<file path="src/rtl/hazard_ctrl.sv">
// Hazard detection for the 5-stage pipeline.
// A three-entry shadow scoreboard tracks the destination registers in flight
// in EX, MEM and WB. The ID instruction is stalled until every producer it
// reads from has retired (there is no forwarding). A redirect resolved in EX
// flushes the front end and takes priority over any stall. Stall and flush
// cycles are counted in free-running wrapping counters.
module hazard_ctrl #(
    parameter int WB_BYPASS = 0,
    parameter int CNT_W     = 32
) (
    input  logic             clk,
    input  logic             rst,
    input  logic [4:0]       ID_rs1,
    input  logic [4:0]       ID_rs2,
    input  logic             ID_re1,
    input  logic             ID_re2,
    input  logic [4:0]       ID_wR,
    input  logic             ID_rf_we,
    input  logic             EX_redirect,
    output logic             data_hazard,
    output logic             control_hazard,
    output logic             pc_stall,
    output logic             if_id_stall,
    output logic [CNT_W-1:0] stall_cnt,
    output logic [CNT_W-1:0] flush_cnt
);

    typedef struct packed {
        logic [4:0] wr;
        logic       we;
    } sb_entry_t;

    sb_entry_t        sb_ex_q, sb_ex_d;
    sb_entry_t        sb_mem_q, sb_mem_d;
    sb_entry_t        sb_wb_q, sb_wb_d;
    logic [CNT_W-1:0] stall_cnt_q, stall_cnt_d;
    logic [CNT_W-1:0] flush_cnt_q, flush_cnt_d;

    logic hit_ex;
    logic hit_mem;
    logic hit_wb;
    logic raw;

    // An in-flight producer conflicts with one source operand; x0 is never a producer.
    function automatic logic src_match(input sb_entry_t e, input logic [4:0] rs, input logic re);
        return e.we && (e.wr != 5'd0) && (e.wr == rs) && re;
    endfunction

    // An entry conflicts with the ID instruction if it feeds either operand.
    function automatic logic entry_hit(input sb_entry_t e, input logic [4:0] rs1, input logic re1,
                                       input logic [4:0] rs2, input logic re2);
        return src_match(e, rs1, re1) || src_match(e, rs2, re2);
    endfunction

    // Read-after-write detection against the in-flight producers.
    always_comb begin
        hit_ex  = entry_hit(sb_ex_q, ID_rs1, ID_re1, ID_rs2, ID_re2);
        hit_mem = entry_hit(sb_mem_q, ID_rs1, ID_re1, ID_rs2, ID_re2);
        // A write-through register file already delivers the WB value to ID.
        hit_wb  = (WB_BYPASS == 0) ? entry_hit(sb_wb_q, ID_rs1, ID_re1, ID_rs2, ID_re2) : 1'b0;
        raw     = hit_ex | hit_mem | hit_wb;
    end

    // Hazard outputs; a redirect squashes the ID instruction so it never stalls.
    always_comb begin
        data_hazard    = 1'b0;
        control_hazard = 1'b0;
        if (!rst) begin
            control_hazard = EX_redirect;
            data_hazard    = raw & ~EX_redirect;
        end
        pc_stall    = data_hazard;
        if_id_stall = data_hazard;
    end

    // Next scoreboard contents and counter values; bubbles and flushed slots enter with we=0.
    always_comb begin
        sb_wb_d     = sb_mem_q;
        sb_mem_d    = sb_ex_q;
        sb_ex_d.wr  = ID_wR;
        sb_ex_d.we  = ID_rf_we & ~data_hazard & ~control_hazard;
        stall_cnt_d = stall_cnt_q + CNT_W'(data_hazard);
        flush_cnt_d = flush_cnt_q + CNT_W'(control_hazard);
    end

    // Scoreboard shift register and performance counters.
    always_ff @(posedge clk) begin
        if (rst) begin
            sb_ex_q     <= '0;
            sb_mem_q    <= '0;
            sb_wb_q     <= '0;
            stall_cnt_q <= '0;
            flush_cnt_q <= '0;
        end else begin
            sb_ex_q     <= sb_ex_d;
            sb_mem_q    <= sb_mem_d;
            sb_wb_q     <= sb_wb_d;
            stall_cnt_q <= stall_cnt_d;
            flush_cnt_q <= flush_cnt_d;
        end
    end

    assign stall_cnt = stall_cnt_q;
    assign flush_cnt = flush_cnt_q;

endmodule

</file>
<file path="config.mk">
export PLATFORM = sky130hd
export DESIGN_NAME = hazard_ctrl
export DESIGN_NICKNAME = d
export VERILOG_FILES = /design/src/rtl/hazard_ctrl.sv
export SDC_FILE = /design/constraint.sdc
export NUM_CORES = 1
export LEC_CHECK = 0
export CORE_ASPECT_RATIO = 1.75
export CORE_MARGIN = 4
export CORE_UTILIZATION = 40
export DETAILED_ROUTE_END_ITERATION = 8
export GPL_TIMING_DRIVEN = 0
export HOLD_SLACK_MARGIN = 0.03
export PLACE_DENSITY_LB_ADDON = 0.25
export SYNTH_ARGS = -nofsm -noshare
export SYNTH_HDL_FRONTEND = slang
export SYNTH_SLANG_ARGS = --single-unit
</file>
<file path="constraint.sdc">
create_clock -name clk -period 3.8 [get_ports clk]
set_input_delay 0.76 -clock clk [delete_from_list [all_inputs] [get_ports clk]]
set_output_delay 0.76 -clock clk [all_outputs]
set_load 0.02 [all_outputs]
</file>
==> results.yml <==
clocking:
  ctsHtreeMaxLevel: 3
  ctsHoldBuffers: 0
  cts.root.buffer_cell: "clkbuf_16"
  cts_buffer_depth: 2
  path_clk_slew_ns: 0.06
  cts_buffers: 9
  cts_tree: "done"
  clock_latency_ns: 0.33
  clkSinkCount: 82
timing:
  fmax_ghz: 0.2928
  worst_slack_ns: 0.3842
  tns_ns: 0
  setup_viol: 0
  skew_ns: 0.004698
  hold_viol: 0
  whs_ns: 0.4871
  finalCritPeriodShare_pct: 89.89
  rsz0062_at_grt: "no"
  tightest_slew_ns: 0.5325
  post-route-min-period_ns: 3.416
  slew_headroom_pct: 64.50
  drv_slew: 0
power:
  pwr-share-comb_pct: 4.4
  power.density_mw_per_mm2: 368.6
  seq_power_share_pct: 45.4
  switching_share_pct: 20.18
  p_sw_mw: 0.3904
  p_leak_nw: 2.061
  power_frac_clock_pct: 50.1
  p_int_mw: 1.545
  ir_drop_uv: 294.1
synth:
  syn_area_mm2: 0.003811
  synth-seq-cells: 82
  synth.distinct_cells: 41
  synthFlopType: "dfxtp_1"
  synth-edff-count: 0
  yosys_warnings: 0
  ys_seq_area_share_pct: 43.07
  synth_nets: 434
  syn_inst: 409
  avgSynthCellArea_um2: 9.318
  ys_async_sr_fraction_pct: 0
layout:
  fillers: 842
  register_area_mm2: 0.001642
  synthToLayoutAreaGrowth_pct: 37.75
  drive_gt1_share_pct: 8.738
  n_antenna_cell: 0
  nNetsFinal: 535
  multi_input_area_mm2: 0.002078
die:
  ios: 89
  fp.dieH_um: 137.1
  rows: 46
  die_area_mm2: 0.01121
  die_x_um: 81.79
  initial_utilization_pct: 41.39
  coreArea_mm2: 0.009209
worst_setup_path:
  worstPathMaxFanout: 5
  crit_type: "input pin to register"
  reg2reg_slack_ns: 0.63
  crit_buf_inv: 3
  worstSetupStartpointType: "input pin"
  reg2reg_from: "sb_ex_q[2]"
  cpMaxStageDelayCell: "or3_1"
  end_kind: "register"
  crit_path_cell_trace: "dlymetal6s2s_1 > xor2_1 > nor4_1 > and3_1 > o221ai_1 > a311oi_2 > buf_4 > ha_1 > ha_2 > and4_4 > nand4_1 > buf_6 > or3_1 > a21oi_1"
  crit_family: "simple AND/OR/NAND/NOR gates"
  cp_slowest_stage_delay_ns: 0.35
  required_ns: 4.06
  rr_worst_depth: 13
  reg2reg_to: "stall_cnt[18]"
  cp.arrival_ns: 3.67
routing:
  drc: 0
  vias: 3235
  wl_per_cell_um: 14.51
  routed_wl_um: 9214
  viasPerCell: 5.094
  dr.pass1.iters: 4
  drt_iter0_drc: 156
  ant_nets: 0
global_route:
  grt_max_degree: 14
  antenna_found_initial: 0
  gr-usage-all-layers_pct: 17.35
  grt_pass1_vias: 3210
  grt_pass1_wl_um: 15040
  grt_overflow_total: 0
placement:
  pre_cts_slack_ns: -0.7005
  io_buffers: 87
  gp_congestion: 0.8856
  dp_hpwl_um: 7087
job:
  drv_cap: 0
worst_hold_path:
  hold_class: "register to register"
  hold_depth: 1
  min-delay-start: "sb_mem_q[0]"
  min_to: "sb_wb_q[0]"
run_status:
  outcome: "finished, final reports clean"
-- flip-flops by register name (all words and copies together) (netlist names) --
signal and count:
flush_cnt 32, sb_mem_q 6, sb_ex_q 6, sb_wb_q 6, stall_cnt 32
-- kinds of logic after synthesis --
group,synth area share (%)
adders and majority gates,1.313
DFF,43.07
xor gates and xnor gates,17.47
AOI/OAI and AO/OA,4.597
muxes,0.2954
buffers and inverters,3.217
and+or+nand+nor,30.04
-- cell type report --
cell class                 count  area share, %
multi-input combinational    304          39.59
buffer                        16          1.954
tap                          120          2.860
clock inverter                 3          1.311
sequential                    82          31.27
clock buffer                  13          5.148
timing repair buffer          90          17.37
inverter                       7         0.5005
-- worst reg2reg max path: stages (launching register included) --
cell      delay, ns
dfxtp_1        0.35
xor2_1         0.17
nor4_1         0.24
and3_1         0.19
o221ai_1       0.17
a311oi_2       0.26
buf_4          0.16
ha_1           0.19
ha_2           0.21
and4_4         0.22
nand4_1        0.21
buf_6          0.22
or3_1          0.35
a21oi_1        0.15
-- timing repair --
action	in CTS	in global routing
setup buffers	1	1
gates cloned	0	1
pin swaps	1	2
resized for setup	4	19
setup endpoints to repair	21	15
-- per-layer routing --
layer,global-route usage (%),part of all wire (%)
met3,5.402,5.6
met1,18.19,38
met2,31.64,55
met5,0,0
met4,6.100,1.5
-- layout by cell type (no fill, tap or decap), types with 8 or more instances in the layout --
cell             instances
dlymetal6s2s_1          10
nor2_1                  52
and3_1                  14
nor4_1                  13
clkdlybuf4s50_1         74
nand4_1                 15
clkbuf_16                9
xnor2_1                 31
nand2_1                 17
nor2b_1                 26
xor2_1                  45
dfxtp_1                 82
a21oi_1                  8
nand3_1                 16
-- synth_stat cells (2+ instances only) --
cell type | number | share of area (%)
nand2_2 | 2 | 0.33
nor3b_1 | 2 | 0.39
a31o_1 | 3 | 0.69
inv_1 | 7 | 0.69
and4_4 | 2 | 0.59
a21o_1 | 3 | 0.59
a21oi_1 | 8 | 1.1
buf_1 | 2 | 0.20
nand3_1 | 16 | 2.1
and4bb_1 | 2 | 0.66
o221ai_1 | 3 | 0.69
buf_6 | 3 | 0.89
nor3_1 | 10 | 1.3
and4_1 | 8 | 1.8
or3_1 | 5 | 0.82
and2_1 | 2 | 0.33
nand2_1 | 17 | 1.7
nor2_1 | 52 | 5.1
xor2_1 | 45 | 10
buf_4 | 3 | 0.59
o21ai_0 | 5 | 0.66
a311oi_1 | 2 | 0.46
nand4_1 | 15 | 2.5
ha_1 | 4 | 1.3
nor2b_1 | 26 | 4.3
nor4_1 | 13 | 2.1
clkbuf_1 | 6 | 0.59
xnor2_1 | 31 | 7.1
and3_1 | 14 | 2.3
or4_1 | 3 | 0.59
nand4_4 | 2 | 1.1
buf_2 | 2 | 0.26
and4_2 | 2 | 0.53
dfxtp_1 | 82 | 43
-- power by group through the flow --
stage	logic [mW]	clock network, mW	registers, mW
finish	0.0861	0.970	0.879
detailed placement	0.0884	0	0.898
floorplan	0.0451	0	0.896
global route	0.0971	1.04	0.879
global placement	0.0863	0	0.898
CTS	0.0889	0.999	0.879
-- worst max-delay path by stage --
stage | slack (ns) | cells past startpoint | to | start
floorplan | 0.007 | 13 | stall_cnt[28] | ID_rs1[1]
global placement | -0.64 | 14 | stall_cnt[28] | ID_rs1[0]
detailed placement | -0.70 | 14 | stall_cnt[28] | ID_rs1[0]
CTS | 0.004 | 15 | stall_cnt[28] | ID_rs2[0]
global route | 0.14 | 14 | stall_cnt[18] | ID_rs2[2]
finish | 0.38 | 14 | stall_cnt[18] | ID_rs2[2]
-- per-stage QoR --
stage | util, % | instance area (µm²) | power [mW] | std cells
finish | 57.01 | 5250 | 1.935 | 635
global route | 57.01 | 5250 | 2.013 | 635
CTS | 56.26 | 5181 | 1.966 | 633
detailed placement | 52.47 | 4832 | 0.9865 | 616
global placement | 52.47 | 4832 | 0.9842 | 616
floorplan | - | 3811 | 0.9412 | 409
No activity file was read; power rests on OpenSTA's default activity.
